**src/rtl/mem_arbiter_pkg.sv**
```systemverilog
// Shared types and constants for the data-memory port arbiter.
// Optional round-robin arbitration is enabled with the MEM_ARB_RR_EN macro.
package mem_arbiter_pkg;

    localparam int MEM_ADDR_W = 32;
    localparam int REG_DATA_W = 32;
    localparam int MEM_MASK_W = 8;

    typedef enum logic [1:0] {
        ARB_IDLE = 2'd0,
        ARB_REQ  = 2'd1,
        ARB_RESP = 2'd2
    } arb_state_t;

    localparam logic GRANT_IFU = 1'b0;
    localparam logic GRANT_LSU = 1'b1;

endpackage

```
**src/rtl/arb_grant.sv**
```systemverilog
// Combinational winner select between the fetch unit and the load/store unit.
// With MEM_ARB_RR_EN defined, a tie goes to the master that did not win last;
// otherwise the LSU always wins a tie.
module arb_grant
    import mem_arbiter_pkg::*;
(
    input  logic ifu_valid,
    input  logic lsu_valid,
`ifdef MEM_ARB_RR_EN
    input  logic last_grant,
`endif
    output logic any_valid,
    output logic grant
);

    // Pick the winner from the current request lines
    always_comb begin
        any_valid = ifu_valid | lsu_valid;
        grant     = GRANT_IFU;
`ifdef MEM_ARB_RR_EN
        if (ifu_valid && lsu_valid) begin
            grant = ~last_grant;
        end else if (lsu_valid) begin
            grant = GRANT_LSU;
        end
`else
        if (lsu_valid) begin
            grant = GRANT_LSU;
        end
`endif
    end

endmodule

```
**src/rtl/mem_arbiter.sv**
```systemverilog
// Arbiter sharing the single data-memory port between the IFU and the LSU.
// One transaction is in flight at a time: IDLE accepts, REQ presents the
// registered request to memory, RESP forwards the response to the owner.
// Define MEM_ARB_RR_EN for round-robin tie breaking instead of LSU priority.
module mem_arbiter
    import mem_arbiter_pkg::*;
#(
    parameter int ADDR_W = MEM_ADDR_W,
    parameter int DATA_W = REG_DATA_W,
    parameter int MASK_W = MEM_MASK_W
) (
    input  logic              clk,
    input  logic              rst,
    input  logic              ifu_req_valid_i,
    output logic              ifu_req_ready_o,
    input  logic [ADDR_W-1:0] ifu_addr_i,
    output logic              ifu_resp_valid_o,
    input  logic              ifu_resp_ready_i,
    output logic [DATA_W-1:0] ifu_rdata_o,
    input  logic              lsu_req_valid_i,
    output logic              lsu_req_ready_o,
    input  logic              lsu_we_i,
    input  logic [ADDR_W-1:0] lsu_addr_i,
    input  logic [DATA_W-1:0] lsu_wdata_i,
    input  logic [MASK_W-1:0] lsu_wmask_i,
    output logic              lsu_resp_valid_o,
    input  logic              lsu_resp_ready_i,
    output logic [DATA_W-1:0] lsu_rdata_o,
    output logic              mem_req_valid_o,
    input  logic              mem_req_ready_i,
    output logic              mem_we_o,
    output logic [ADDR_W-1:0] mem_addr_o,
    output logic [DATA_W-1:0] mem_wdata_o,
    output logic [MASK_W-1:0] mem_wmask_o,
    input  logic              mem_resp_valid_i,
    output logic              mem_resp_ready_o,
    input  logic [DATA_W-1:0] mem_rdata_i,
    output logic              grant_o,
    output logic              busy_o
);

    arb_state_t        state_q;
    logic              grant_q;
    logic              we_q;
    logic [ADDR_W-1:0] addr_q;
    logic [DATA_W-1:0] wdata_q;
    logic [MASK_W-1:0] wmask_q;
    logic              win_grant;
    logic              any_valid;
    logic              in_idle;
    logic              in_resp;
    logic              owner_resp_ready;
`ifdef MEM_ARB_RR_EN
    logic              last_grant_q;
`endif

    arb_grant u_arb_grant (
        .ifu_valid  (ifu_req_valid_i),
        .lsu_valid  (lsu_req_valid_i),
`ifdef MEM_ARB_RR_EN
        .last_grant (last_grant_q),
`endif
        .any_valid  (any_valid),
        .grant      (win_grant)
    );

    assign in_idle          = (state_q == ARB_IDLE);
    assign in_resp          = (state_q == ARB_RESP);
    assign owner_resp_ready = (grant_q == GRANT_LSU) ? lsu_resp_ready_i : ifu_resp_ready_i;

    // The reset term keeps the accept strobes low while reset is held, even
    // though the state register already reads IDLE during reset.
    assign ifu_req_ready_o  = rst & in_idle & ifu_req_valid_i & (win_grant == GRANT_IFU);
    assign lsu_req_ready_o  = rst & in_idle & lsu_req_valid_i & (win_grant == GRANT_LSU);

    assign mem_req_valid_o  = (state_q == ARB_REQ);
    assign mem_resp_ready_o = in_resp & owner_resp_ready;
    assign ifu_resp_valid_o = in_resp & (grant_q == GRANT_IFU) & mem_resp_valid_i;
    assign lsu_resp_valid_o = in_resp & (grant_q == GRANT_LSU) & mem_resp_valid_i;
    assign ifu_rdata_o      = mem_rdata_i;
    assign lsu_rdata_o      = mem_rdata_i;

    assign mem_we_o         = we_q;
    assign mem_addr_o       = addr_q;
    assign mem_wdata_o      = wdata_q;
    assign mem_wmask_o      = wmask_q;
    assign grant_o          = grant_q;
    assign busy_o           = ~in_idle;

    // Transaction FSM: capture on accept, hold for memory, forward response
    always_ff @(posedge clk or negedge rst) begin
        if (!rst) begin
            state_q      <= ARB_IDLE;
            grant_q      <= GRANT_IFU;
            we_q         <= 1'b0;
            addr_q       <= '0;
            wdata_q      <= '0;
            wmask_q      <= '0;
`ifdef MEM_ARB_RR_EN
            last_grant_q <= GRANT_IFU;
`endif
        end else begin
            case (state_q)
                ARB_IDLE: begin
                    if (any_valid) begin
                        grant_q <= win_grant;
`ifdef MEM_ARB_RR_EN
                        last_grant_q <= win_grant;
`endif
                        if (win_grant == GRANT_LSU) begin
                            we_q    <= lsu_we_i;
                            addr_q  <= lsu_addr_i;
                            wdata_q <= lsu_wdata_i;
                            wmask_q <= lsu_wmask_i;
                        end else begin
                            we_q    <= 1'b0;
                            addr_q  <= ifu_addr_i;
                            wdata_q <= '0;
                            wmask_q <= '0;
                        end
                        state_q <= ARB_REQ;
                    end
                end
                ARB_REQ: begin
                    if (mem_req_ready_i) begin
                        state_q <= ARB_RESP;
                    end
                end
                ARB_RESP: begin
                    if (mem_resp_valid_i && owner_resp_ready) begin
                        state_q <= ARB_IDLE;
                    end
                end
                default: begin
                    state_q <= ARB_IDLE;
                end
            endcase
        end
    end

endmodule

```
**config.mk**
```make
export PLATFORM = sky130hd
export DESIGN_NAME = mem_arbiter
export DESIGN_NICKNAME = d
export VERILOG_FILES = /design/src/rtl/mem_arbiter_pkg.sv /design/src/rtl/arb_grant.sv /design/src/rtl/mem_arbiter.sv
export SDC_FILE = /design/constraint.sdc
export NUM_CORES = 1
export LEC_CHECK = 0
export CAP_MARGIN = 10
export CORE_AREA = 2 2 111 113
export DETAILED_ROUTE_END_ITERATION = 7
export DIE_AREA = 0 0 113 115
export PLACE_DENSITY = 0.83
export SKIP_CTS_REPAIR_TIMING = 1
export SYNTH_ARGS = -nofsm -noshare
export SYNTH_HDL_FRONTEND = slang
export SYNTH_SLANG_ARGS = --single-unit
```
**constraint.sdc**
```tcl
create_clock -name clk -period 1.9 [get_ports clk]
set_input_delay 0.19 -clock clk [delete_from_list [all_inputs] [get_ports clk]]
set_output_delay 0.19 -clock clk [all_outputs]
set_load 0.05 [all_outputs]
```
==> results.toml <==
[run_status]
status = "finished, violations left"
violations = "design-rule violations"

[synth]
syn_area_per_cell_um2 = 13.2
yosysSeqAreaShare = 0.509
yosysWarnings = 0
synth_seq_cells = 76
yosys.cell_types.count = 21
synthCells = 283
synth_area_um2 = 3740
synth_fp_nets = 428

[place]
dp_hpwl_um = 7640
numPortBuffers = 193
gp_congestion = 0.723
dp_worst_setup_slack_ns = 0.297
place_inst = 549

[timing]
maxSlewViolCount = 0
setup_tns_ns = 0
fin_crit_ns = 1.79
setup_ws_ns = 0.114
fmax_mhz = 560
skew_ns = 0.00495
maxSlewHeadroom = 0.588
hold_viol = 0
setup_viol = 0
worst_pin_slew_ns = 0.618
fin_crit_sh = 0.940
rsz0062_at_grt = "false"

[critical_path]
worst-r2r-cell-count = 5
crit_type = "reg2out"
cp_max_fo = 5
cp.arrival_ns = 1.60
worst_path_max_delay_cell = "clkdlybuf4s50_1"
r2r_start = "state_q[0]"
critPathMaxStageDelay_ns = 0.84
worstSetupStartpointType = "flop"
crit_family = "buffers and inverters"
crit_end = "grant_o"
crit_buf_inv = 1
rrSetupSlack_ns = 0.45
critical_path.cell_chain = "clkdlybuf4s50_1"
cp-startpoint = "grant_o"
cp.required_ns = 1.71
worstSetupPathDepth = 1
end_kind = "primary output"
r2r_end = "mem_wmask_o[0]"

[die]
core_um2 = 11800
fp.dieH_um = 115
pin_count = 290
fp-row-count = 40
die_area_um2 = 13000
start_util = 0.316
fp.dieW_um = 113

[global_route]
grt_pass1_vias = 2825
grt_usage = 0.149
grt_remaining_overflow = 0
antenna_found_initial = 0
grt_max_degree = 51
grt_pass1_wl_um = 14800

[finish]
syn_to_final_growth_pct = 51.5
antenna_cells = 0
mostFrequentLayoutCell = "clkdlybuf4s50_1"
layout_common_cells = "182 x clkdlybuf4s50_1, 76 x dfrtp_1, 52 x mux2_2"
fin_cells = 566
fillers = 1067
nNetsFinal = 559
utilization = 0.479
drive_gt1_frac = 0.224

[detailed_routing]
num_vias = 2660
drc_errors = 20
drt_first_pass_iters = 6
detail-route-antenna-nets = 0
wire_per_inst_um = 17.6
route.final.wire_length_um = 9960
drt_iter0_markers = 95
avgViaCountPerCell = 4.70

[pwr]
power_density_nw_per_um2 = 1870
max-vdd-ir-drop_v = 0.00109
power_uw = 10600
p_leak_uw = 0.00242

[clock_network]
htree_levels = 3
cts_sinks = 76
insertion_delay_ns = 0.33
numCtsBuffers = 9
tritoncts = "built"
clkTransAtPathRegs_ns = 0.06
clk_path_buf_depth = 2
cts-root-buf = "clkbuf_16"

[min_path]
hold_path_class = "in2async"

[flow_run]
maxCapViolCount = 0
-- Yosys cell counts --
cell      count  area, um^2
nor2_1        2        7.51
buf_2         9        45.0
and2_1        1        6.26
mux2_2       52         586
buf_4        66         495
nand2b_1      1        6.26
a21o_1        1        7.51
o21ai_0       2        10.0
nand3_1       1        5.00
nor2b_1       2        12.5
a22o_1       41         359
buf_6         6        67.6
mux2_4        7         105
o21ai_2       1        8.76
nor2_4        1        11.3
dfrtp_1      76        1900
mux2_1        5        56.3
mux2i_1       1        10.0
and3_1        2        12.5
inv_1         3        11.3
nand2_1       3        11.3
-- sequential cells by signal (all words and copies together) (netlist names) --
signal	cells
mem_addr_o	32
mem_wdata_o	32
mem_wmask_o	8
state_q	2
grant_o	1
mem_we_o	1
-- through the flow --
step	hold slack [ns]	area (um^2)
floorplan	-0.106	3740
detailed placement	0.128	5360
global placement	0.122	5360
global route	0.358	5660
CTS	-0.232	5650
finish	0.340	5660
-- per-layer routing --
layer	wire length [um]	GRT usage	share of wire	up-vias
met5	0	0	0	-
li1	-	-	-	1193
met3	1120	0.0622	0.11	8
met2	5070	0.270	0.51	185
met4	101	0.0472	0.010	0
met1	3670	0.158	0.37	1274
-- how the worst min path moves through the flow --
stage | from | to | slack, ns | cells past startpoint
4_1_cts | rst | mem_addr_o[0] | -0.23 | 1
3_3_place_gp | rst | mem_addr_o[2] | 0.12 | 1
5_1_grt | rst | mem_addr_o[0] | 0.36 | 2
6_report | rst | mem_addr_o[2] | 0.34 | 2
3_5_place_dp | rst | mem_addr_o[2] | 0.13 | 1
2_1_floorplan | rst | grant_o | -0.11 | 0
-- logic make-up (layout without fill, tap and decap cells) --
group | after synthesis | in the layout | synth area share
compound gates | 45 | 45 | 0.103
buf+inv | 84 | 220 | 0.166
flops | 76 | 76 | 0.509
mux | 65 | 65 | 0.203
simple gates | 13 | 13 | 0.0194
-- power breakdown --
part	internal (uW)	switching [uW]
clock	899	677
combinational	2400	3810
sequential	2370	453
-- area by class of cell --
cell class                 instances  area (um^2)  area share
sequential                        76         1900       0.336
tap                              147          184      0.0325
multi-input combinational        123         1220       0.216
clock inverter                     7         57.6      0.0102
timing repair buffer             201         2060       0.363
clock buffer                       9          225      0.0398
inverter                           3         11.3     0.00199
Power figures use the tool's default switching activity.
